===== src/rtl/mem_port_arbiter_if.sv =====
// Bundle of port-0, port-1 and shared data-memory signals around mem_port_arbiter.
// slave is the arbiter side; master is the requesters plus the memory.
interface mem_port_arbiter_if;
  logic        p0_req;
  logic        p0_we;
  logic [31:0] p0_addr;
  logic [31:0] p0_wdata;
  logic [1:0]  p0_size;
  logic        p0_gnt;
  logic        p0_rvalid;
  logic [31:0] p0_rdata;

  logic        p1_req;
  logic        p1_we;
  logic        p1_lock;
  logic [31:0] p1_addr;
  logic [31:0] p1_wdata;
  logic [1:0]  p1_size;
  logic        p1_gnt;
  logic        p1_rvalid;
  logic [31:0] p1_rdata;

  logic [31:0] mem_addr;
  logic [31:0] mem_wdata;
  logic [1:0]  mem_size;
  logic        mem_re;
  logic        mem_we;
  logic [31:0] mem_rdata;

  modport slave (
    input  p0_req, p0_we, p0_addr, p0_wdata, p0_size,
    output p0_gnt, p0_rvalid, p0_rdata,
    input  p1_req, p1_we, p1_lock, p1_addr, p1_wdata, p1_size,
    output p1_gnt, p1_rvalid, p1_rdata,
    output mem_addr, mem_wdata, mem_size, mem_re, mem_we,
    input  mem_rdata
  );

  modport master (
    output p0_req, p0_we, p0_addr, p0_wdata, p0_size,
    input  p0_gnt, p0_rvalid, p0_rdata,
    output p1_req, p1_we, p1_lock, p1_addr, p1_wdata, p1_size,
    input  p1_gnt, p1_rvalid, p1_rdata,
    input  mem_addr, mem_wdata, mem_size, mem_re, mem_we,
    output mem_rdata
  );
endinterface


===== src/rtl/mem_port_arbiter.sv =====
// Shares one data-memory port between the datapath (port 0) and the debug loader (port 1).
// Define MEM_ARB_ROUND_ROBIN_EN for round-robin contention instead of fixed port-0 priority.
//   state | meaning
//   ARB   | normal arbitration between both ports
//   LOCK1 | port 1 owns the memory; port 0 is held off
module mem_port_arbiter #(
  parameter int LOCK_MAX = 4
) (
  input logic               clock,
  input logic               reset,
  mem_port_arbiter_if.slave bus
);
  typedef enum logic {ARB, LOCK1} state_t;

  localparam logic [3:0] LOCK_LAST = 4'(LOCK_MAX);

  state_t     state, state_next;
  logic [3:0] lock_cnt, lock_cnt_next;
  logic       yield, yield_next;
  logic       tag0, tag1;
  logic       gnt0, gnt1;
  logic       contested;
`ifdef MEM_ARB_ROUND_ROBIN_EN
  logic       rr_p1, rr_p1_next;
`endif

  assign contested = bus.p0_req & bus.p1_req;

  always_comb begin
    gnt0          = 1'b0;
    gnt1          = 1'b0;
    state_next    = state;
    lock_cnt_next = lock_cnt;
    yield_next    = yield;
`ifdef MEM_ARB_ROUND_ROBIN_EN
    rr_p1_next    = rr_p1;
`endif
    // yield: the last lock ran to LOCK_MAX, so port 0 gets the next decision
    if (state == LOCK1) begin
      gnt1 = bus.p1_req;
    end else if (yield) begin
      gnt0 = bus.p0_req;
      gnt1 = bus.p1_req & ~bus.p0_req;
    end else if (contested) begin
`ifdef MEM_ARB_ROUND_ROBIN_EN
      gnt0 = ~rr_p1;
      gnt1 = rr_p1;
`else
      gnt0 = 1'b1;
`endif
    end else begin
      gnt0 = bus.p0_req;
      gnt1 = bus.p1_req;
    end
    gnt0 = gnt0 & reset;
    gnt1 = gnt1 & reset;

    if (gnt0 | gnt1) yield_next = 1'b0;
`ifdef MEM_ARB_ROUND_ROBIN_EN
    if (state == ARB && contested && reset) rr_p1_next = gnt0;
`endif
    if (gnt1) begin
      if (state == LOCK1) begin
        if (!bus.p1_lock) begin
          state_next    = ARB;
          lock_cnt_next = 4'd0;
        end else if (lock_cnt + 4'd1 == LOCK_LAST) begin
          state_next    = ARB;
          lock_cnt_next = 4'd0;
          yield_next    = 1'b1;
        end else begin
          lock_cnt_next = lock_cnt + 4'd1;
        end
      end else if (bus.p1_lock && !yield) begin
        if (LOCK_LAST == 4'd1) begin
          yield_next = 1'b1;
        end else begin
          state_next    = LOCK1;
          lock_cnt_next = 4'd1;
        end
      end
    end
  end

  always_ff @(posedge clock) begin
    if (!reset) begin
      state    <= ARB;
      lock_cnt <= 4'd0;
      yield    <= 1'b0;
      tag0     <= 1'b0;
      tag1     <= 1'b0;
`ifdef MEM_ARB_ROUND_ROBIN_EN
      rr_p1    <= 1'b0;
`endif
    end else begin
      state    <= state_next;
      lock_cnt <= lock_cnt_next;
      yield    <= yield_next;
      tag0     <= gnt0 & ~bus.p0_we;
      tag1     <= gnt1 & ~bus.p1_we;
`ifdef MEM_ARB_ROUND_ROBIN_EN
      rr_p1    <= rr_p1_next;
`endif
    end
  end

  assign bus.p0_gnt    = gnt0;
  assign bus.p1_gnt    = gnt1;
  assign bus.mem_we    = (gnt0 & bus.p0_we) | (gnt1 & bus.p1_we);
  assign bus.mem_re    = (gnt0 & ~bus.p0_we) | (gnt1 & ~bus.p1_we);
  assign bus.mem_addr  = gnt0 ? bus.p0_addr  : (gnt1 ? bus.p1_addr  : 32'd0);
  assign bus.mem_wdata = gnt0 ? bus.p0_wdata : (gnt1 ? bus.p1_wdata : 32'd0);
  assign bus.mem_size  = gnt0 ? bus.p0_size  : (gnt1 ? bus.p1_size  : 2'd0);

  assign bus.p0_rvalid = tag0 & reset;
  assign bus.p1_rvalid = tag1 & reset;
  assign bus.p0_rdata  = bus.p0_rvalid ? bus.mem_rdata : 32'd0;
  assign bus.p1_rdata  = bus.p1_rvalid ? bus.mem_rdata : 32'd0;
endmodule


===== src/flat_wrapper.sv =====
// flat-port wrapper written by rule: the top's interface ports become plain ports
module mem_port_arbiter_flat 
#(
  parameter int LOCK_MAX = 4
)
  (clock, reset, bus_p0_req, bus_p0_we, bus_p0_addr, bus_p0_wdata, bus_p0_size, bus_p0_gnt, bus_p0_rvalid, bus_p0_rdata, bus_p1_req, bus_p1_we, bus_p1_lock, bus_p1_addr, bus_p1_wdata, bus_p1_size, bus_p1_gnt, bus_p1_rvalid, bus_p1_rdata, bus_mem_addr, bus_mem_wdata, bus_mem_size, bus_mem_re, bus_mem_we, bus_mem_rdata);
  mem_port_arbiter_if bus_i ();
  input logic clock;
  input logic reset;
  input wire logic [$bits(bus_i.p0_req)-1:0] bus_p0_req;
  input wire logic [$bits(bus_i.p0_we)-1:0] bus_p0_we;
  input wire logic [$bits(bus_i.p0_addr)-1:0] bus_p0_addr;
  input wire logic [$bits(bus_i.p0_wdata)-1:0] bus_p0_wdata;
  input wire logic [$bits(bus_i.p0_size)-1:0] bus_p0_size;
  output wire logic [$bits(bus_i.p0_gnt)-1:0] bus_p0_gnt;
  output wire logic [$bits(bus_i.p0_rvalid)-1:0] bus_p0_rvalid;
  output wire logic [$bits(bus_i.p0_rdata)-1:0] bus_p0_rdata;
  input wire logic [$bits(bus_i.p1_req)-1:0] bus_p1_req;
  input wire logic [$bits(bus_i.p1_we)-1:0] bus_p1_we;
  input wire logic [$bits(bus_i.p1_lock)-1:0] bus_p1_lock;
  input wire logic [$bits(bus_i.p1_addr)-1:0] bus_p1_addr;
  input wire logic [$bits(bus_i.p1_wdata)-1:0] bus_p1_wdata;
  input wire logic [$bits(bus_i.p1_size)-1:0] bus_p1_size;
  output wire logic [$bits(bus_i.p1_gnt)-1:0] bus_p1_gnt;
  output wire logic [$bits(bus_i.p1_rvalid)-1:0] bus_p1_rvalid;
  output wire logic [$bits(bus_i.p1_rdata)-1:0] bus_p1_rdata;
  output wire logic [$bits(bus_i.mem_addr)-1:0] bus_mem_addr;
  output wire logic [$bits(bus_i.mem_wdata)-1:0] bus_mem_wdata;
  output wire logic [$bits(bus_i.mem_size)-1:0] bus_mem_size;
  output wire logic [$bits(bus_i.mem_re)-1:0] bus_mem_re;
  output wire logic [$bits(bus_i.mem_we)-1:0] bus_mem_we;
  input wire logic [$bits(bus_i.mem_rdata)-1:0] bus_mem_rdata;
  assign bus_i.p0_req = bus_p0_req;
  assign bus_i.p0_we = bus_p0_we;
  assign bus_i.p0_addr = bus_p0_addr;
  assign bus_i.p0_wdata = bus_p0_wdata;
  assign bus_i.p0_size = bus_p0_size;
  assign bus_p0_gnt = bus_i.p0_gnt;
  assign bus_p0_rvalid = bus_i.p0_rvalid;
  assign bus_p0_rdata = bus_i.p0_rdata;
  assign bus_i.p1_req = bus_p1_req;
  assign bus_i.p1_we = bus_p1_we;
  assign bus_i.p1_lock = bus_p1_lock;
  assign bus_i.p1_addr = bus_p1_addr;
  assign bus_i.p1_wdata = bus_p1_wdata;
  assign bus_i.p1_size = bus_p1_size;
  assign bus_p1_gnt = bus_i.p1_gnt;
  assign bus_p1_rvalid = bus_i.p1_rvalid;
  assign bus_p1_rdata = bus_i.p1_rdata;
  assign bus_mem_addr = bus_i.mem_addr;
  assign bus_mem_wdata = bus_i.mem_wdata;
  assign bus_mem_size = bus_i.mem_size;
  assign bus_mem_re = bus_i.mem_re;
  assign bus_mem_we = bus_i.mem_we;
  assign bus_i.mem_rdata = bus_mem_rdata;
  mem_port_arbiter #(.LOCK_MAX(LOCK_MAX)) u_core (.clock(clock), .reset(reset), .bus(bus_i));
endmodule

===== config.mk =====
export PLATFORM = sky130hd
export DESIGN_NAME = mem_port_arbiter_flat
export DESIGN_NICKNAME = d
export VERILOG_FILES = /design/src/rtl/mem_port_arbiter_if.sv /design/src/rtl/mem_port_arbiter.sv /design/src/flat_wrapper.sv
export SDC_FILE = /design/constraint.sdc
export NUM_CORES = 1
export LEC_CHECK = 0
export ABC_CLOCK_PERIOD_IN_PS = 1600
export CAP_MARGIN = 20
export CORE_AREA = 2 2 118 120
export CTS_CLUSTER_DIAMETER = 30
export DETAILED_ROUTE_END_ITERATION = 6
export DIE_AREA = 0 0 120 122
export DONT_BUFFER_PORTS = 1
export GPL_ROUTABILITY_DRIVEN = 0
export PLACE_DENSITY = 0.31
export REMOVE_ABC_BUFFERS = 1
export SETUP_SLACK_MARGIN = 0.15
export SLEW_MARGIN = 25
export SYNTH_ARGS = -nofsm -noshare
export SYNTH_HDL_FRONTEND = slang
export SYNTH_SLANG_ARGS = --single-unit
export TNS_END_PERCENT = 100

===== constraint.sdc =====
create_clock -name clock -period 1.6 [get_ports clock]
set_input_delay 0.48 -clock clock [delete_from_list [all_inputs] [get_ports clock]]
set_output_delay 0.48 -clock clock [all_outputs]
set_load 0.02 [all_outputs]

# Yosys cells after proc, flatten, opt, wreduce, memory -nomap -nowiden
# Cells that the tools add are included.
# Widths: inputs -> output; s select.
dict set report totals {
  mem_count 0
  mem_bits_ro 0
  regBits 8
  latch_bits 0
  ramBits 0
}
dict set report classes {
  order_cmp 0
  n_shift 0
  div 0
  n_eq_ne 1
  multipliers 0
  n_bitwise 16
  n_addsub 1
  muxes 27
  reduce_logical 4
}
# operator count
set ops {}
lappend ops {{$mux 32} 6}
lappend ops {{$mux 4} 4}
lappend ops {{$mux 1} 15}
lappend ops {{$and 1x1->1} 10}
lappend ops {{$add 4x1->4 const B} 1}
lappend ops {{$eq 4x3->1 const B} 1}
lappend ops {{$mux 2} 2}
lappend ops {{$not 1->1} 3}
lappend ops {{$or 1x1->1} 3}
lappend ops {{$reduce_and 2->1} 1}
lappend ops {{$reduce_bool 2->1} 1}
lappend ops {{$logic_and 1x1->1} 1}
lappend ops {{$logic_not 1->1} 1}

# Logic depth before layout (Yosys ltp)
dict set report logic_depth {
  depth_word 11
  ltp_mapped 6
  depth_no_buf 5
}

# Worst setup path after synthesis
# No wires, ideal clock.
dict set report synth_path {
  kind {input port to output port}
  startpoint {in reset}
  endpoint {out bus_mem_addr[22]}
  arrival_time_ns 1.264
  setup_slack_ns -0.144
  cell_stages 4
  path_cell_list {nand2_1 -> a21oi_4 -> buf_2 -> a22o_1}
}
dict set report synth_via {
  elab_chain_len 3
  word_cells_on_any_way 4
  cone_classes {mux: 2; bitwise: 2}
}
# element line
set synth_rtl {}
lappend synth_rtl {{start, declared} flat_wrapper.sv:9} ;# input logic reset;
lappend synth_rtl {{$and 1x1->1} mem_port_arbiter.sv:56} ;# gnt1 = gnt1 & reset;
lappend synth_rtl {{via bus_p1_gnt} flat_wrapper.sv:24} ;# output wire logic [$bits(bus_i.p1_gnt)-1:0] bus_p1_gnt;
lappend synth_rtl {{$mux 32 (2 in a row)} mem_port_arbiter.sv:111} ;# assign bus.mem_addr = gnt0 ? bus.p0_addr : (gnt1 ? bus.p1_addr : 32'd0);
lappend synth_rtl {{end, declared} flat_wrapper.sv:27} ;# output wire logic [$bits(bus_i.mem_addr)-1:0] bus_mem_addr;
# The timed path passes the listed nets, and every way through them passes these cells.

# Final worst setup path
dict set report layout_path {
  startpoint {reg u_core.state}
  endpoint {out bus_mem_re}
}
dict set report layout_via {
  elab_chain_len 4
  word_cells_on_any_way 7
  cone_classes {mux: 2; bitwise: 5}
}
# element line
set layout_rtl {}
lappend layout_rtl {{start, declared} mem_port_arbiter.sv:17} ;# state_t state, state_next;
lappend layout_rtl {{start signal, assigned} mem_port_arbiter.sv:96} ;# state <= state_next;
lappend layout_rtl {{$mux 1} mem_port_arbiter.sv:39} ;# if (state == LOCK1) begin
lappend layout_rtl {{$and 1x1->1, on equally long branches} {mem_port_arbiter.sv:55, mem_port_arbiter.sv:56}}
lappend layout_rtl {{$and 1x1->1} mem_port_arbiter.sv:110} ;# assign bus.mem_re = (gnt0 & ~bus.p0_we) | (gnt1 & ~bus.p1_we);
lappend layout_rtl {{$or 1x1->1 *} mem_port_arbiter.sv:110}
lappend layout_rtl {{end, declared} flat_wrapper.sv:30} ;# output wire logic [$bits(bus_i.mem_re)-1:0] bus_mem_re;
# Every way passes the cells marked *; elsewhere a longest branch is shown, timed or not.

==> flow_summary.yaml <==
global_routing:
  grt_pass1_wl_microns: 15100
  grt_pass1_vias: 1970
  overflow: 0
  grt_max_degree: 77
  antenna_found_initial: 0
  grt.total_usage_pct: 14.9
clock_network:
  clock_latency_ns: 0.23
  numCtsBuffers: 3
  cts_root_buf: "clkbuf_16"
  clk_pin_slew_ns: 0.04
  clock_sinks: 8
  cts_buffer_depth: 2
  cts_tree: "built"
  htreeDepth: 1
logic_synthesis:
  yosysTopAreaCell: "a22o_1"
  yosysTopAreaCellShare_pct: 37.2
  synthArstFlopShare_pct: 0
  synth_seq_area_share_pct: 10.0
  synth-edff-count: 0
  yosysUniqueCellTypes: 30
  avgSynthCellArea_sq_um: 7.48
  ys.flop_type: "dfxtp_1"
  syn_area_sq_um: 1600
  synth_commonest_cells: "a22o_1, and3_1, clkbuf_1, buf_2, dfxtp_1"
  synth-seq-cells: 8
  yosys_warnings: 0
  syn_inst: 214
  synthTopCellsByArea: "a22o_1, and3_1, dfxtp_1, buf_2, clkbuf_1"
  yosysMostFrequentCell: "a22o_1"
worst_setup_path:
  critPathTopFamily: "simple AND/OR/NAND/NOR gates"
  max_stage_delay_ns: 0.34
  crit_chain: "inv_4 > and3_4 > buf_12 > nor2b_2 > or2_4"
  required_ns: 1.12
  critical_path_arrival_ns: 1.40
  crit_fanout: 7
  setup.worst_path.end_class: "primary output"
  cp_num_buf_inv: 2
  start_kind: "flip-flop"
  worst-setup-path-type: "reg -> out"
  cp_slowest_cell: "dfxtp_2"
route:
  num_vias: 2163
  drtAntennaViolNets: 0
  wl_microns: 12300
  routedWlPerCell_microns: 28.6
  dr.pass1.iters: 4
  drc: 0
  viasPerCell: 5.03
  drt_iter0_drc: 89
floorplan:
  start_util_pct: 11.9
  coreArea_sq_um: 13500
  die_area_sq_um: 14600
  core.rowCount: 43
  pin_count: 307
  die_h_microns: 122
  fp.dieW_microns: 120
run_status:
  violations: "negative setup slack"
  outcome: "complete, but fails checks"
finish:
  multi_input_comb_area_sq_um: 2200
  syn2layout_area_growth_pct: 139
  final_util_pct: 28.3
  regArea_sq_um: 169
  num_antenna_cells: 0
  fillers: 1328
  nets: 425
  final_layout_size_suffix_gt1_share_pct: 84.0
sta:
  tightest_slew_ns: 0.431
  final.setup.worst_slack_ns: -0.281
  timing.fmax_mhz: 532
  post-route-period-util_pct: 118
  hold_viol: 0
  min_period_ns: 1.88
  slew_violations: 0
  finalClockSkew_ns: 0.00320
  rsz0062_at_grt: "true"
  setup_viol_count_final: 94
  slew_headroom_pct: 71.2
pwr:
  p_comb_share_pct: 61.6
  intPower_mw: 1.08
  clkPwrFrac_pct: 25.2
  power_leakage_nw: 1.62
  power_density_nw_per_um2: 445
  peakVddDrop_uv: 191
  power_frac_seq_pct: 13.2
  p_sw_share_pct: 36.4
  switchingPower_mw: 0.620
hold_path:
  holdCritPathClass: "in -> reg"
job:
  cap_violations: 0
placed_design:
  port_buffers: 0
  hpwlAfterDp_microns: 7050
  pre_cts_ws_ns: -0.328
==> logic make-up (layout without fill, tap and decap cells) <==
logic type      Yosys count  in the layout  synth area share (%)
compound gates           82             82                  44.3
buf+inv                  33             69                  10.2
flops                     8              8                  10.0
fa+ha+maj                 2              2                  1.56
simple gates             88             88                  33.4
xor+xnor                  1              1                 0.547
==> registers in the layout, indices dropped and copies added (netlist names) <==
signal / flops
u_core.yield: 1
u_core.lock_cnt: 4
u_core.tag0: 1
u_core.tag1: 1
u_core.state: 1
==> stage by stage <==
| step | cells | setup TNS, ns | cell area (sq um) | hold WS, ns | total power, mW |
|---|---|---|---|---|---|
| 4_1_cts | 426 | -19.52 | 3720 | 0.378 | 1.69 |
| 3_5_place_dp | 378 | -13.43 | 1830 | 0.519 | 0.736 |
| 3_3_place_gp | 378 | -12.71 | 1830 | 0.511 | 0.743 |
| 5_1_grt | 430 | -20.95 | 3820 | 0.382 | 1.75 |
| 2_1_floorplan | 185 | -82.82 | 1450 | 0.484 | 0.650 |
| 6_report | 430 | -17.61 | 3820 | 0.387 | 1.70 |
==> what timing repair did <==
| item | CTS | global route |
|---|---|---|
| buffers inserted | 24 | 3 |
| resized for setup | 264 | 10 |
| cloned | 21 | 1 |
| hold buffers | 0 | 0 |
| pin swaps | 103 | 24 |
| setup endpoints to repair | 136 | 138 |
==> power groups by stage <==
stage	Sequential, mW	Combinational, mW	Clock, mW
after floorplan	0.229	0.421	0
after global placement	0.224	0.519	0
after detailed placement	0.224	0.512	0
after CTS	0.222	1.02	0.446
after global routing	0.225	1.09	0.443
final	0.224	1.05	0.429
==> layout make-up <==
cell class	instances	area share, %
Clock buffer	3	1.96
Tap cell	180	5.89
Sequential cell	8	4.42
Inverter	4	0.458
Multi-Input combinational cell	173	57.6
Timing Repair Buffer	62	29.6
==> worst reg2reg max path, delay by kind of cell, from the launching register on <==
| kind | cells | cell delay, ns |
|---|---|---|
| AO/OA/AOI/OAI | 3 | 0.40 |
| flip-flops | 1 | 0.34 |
| buffers and inverters | 7 | 0.77 |
==> cells in the final DEF (no fill, tap or decap), types with 4 or more instances in the layout <==
cell       count
a22o_4        66
and3_4        65
buf_16        20
buf_6         19
buf_12        11
buf_4          8
nand2_1        5
nor2b_1        5
dfxtp_1        5
o21ai_0        4
clkbuf_16      4
==> routing by layer <==
layer  GRT usage (%)  up-vias  share of wire [%]
met5               0        -                  0
met4            3.46        0                1.1
met3           0.655        8                5.4
met2            32.3      193                 59
met1            15.3     1030                 34
li1                -      932                  -
==> final timing paths <==
check | cells past startpoint | from | to | slack, ns
setup / recovery | 5 | u_core.state$_SDFFE_PN0N_ | bus_mem_re | -0.28
hold / removal | 1 | reset | u_core.lock_cnt[3]$_SDFFE_PN0P_ | 0.39
setup reg to reg | 10 | u_core.state$_SDFFE_PN0N_ | u_core.state$_SDFFE_PN0N_ | -0.03
hold reg to reg | 2 | u_core.yield$_SDFF_PN0_ | u_core.yield$_SDFF_PN0_ | 0.52
Power figures use the tool's default switching activity.
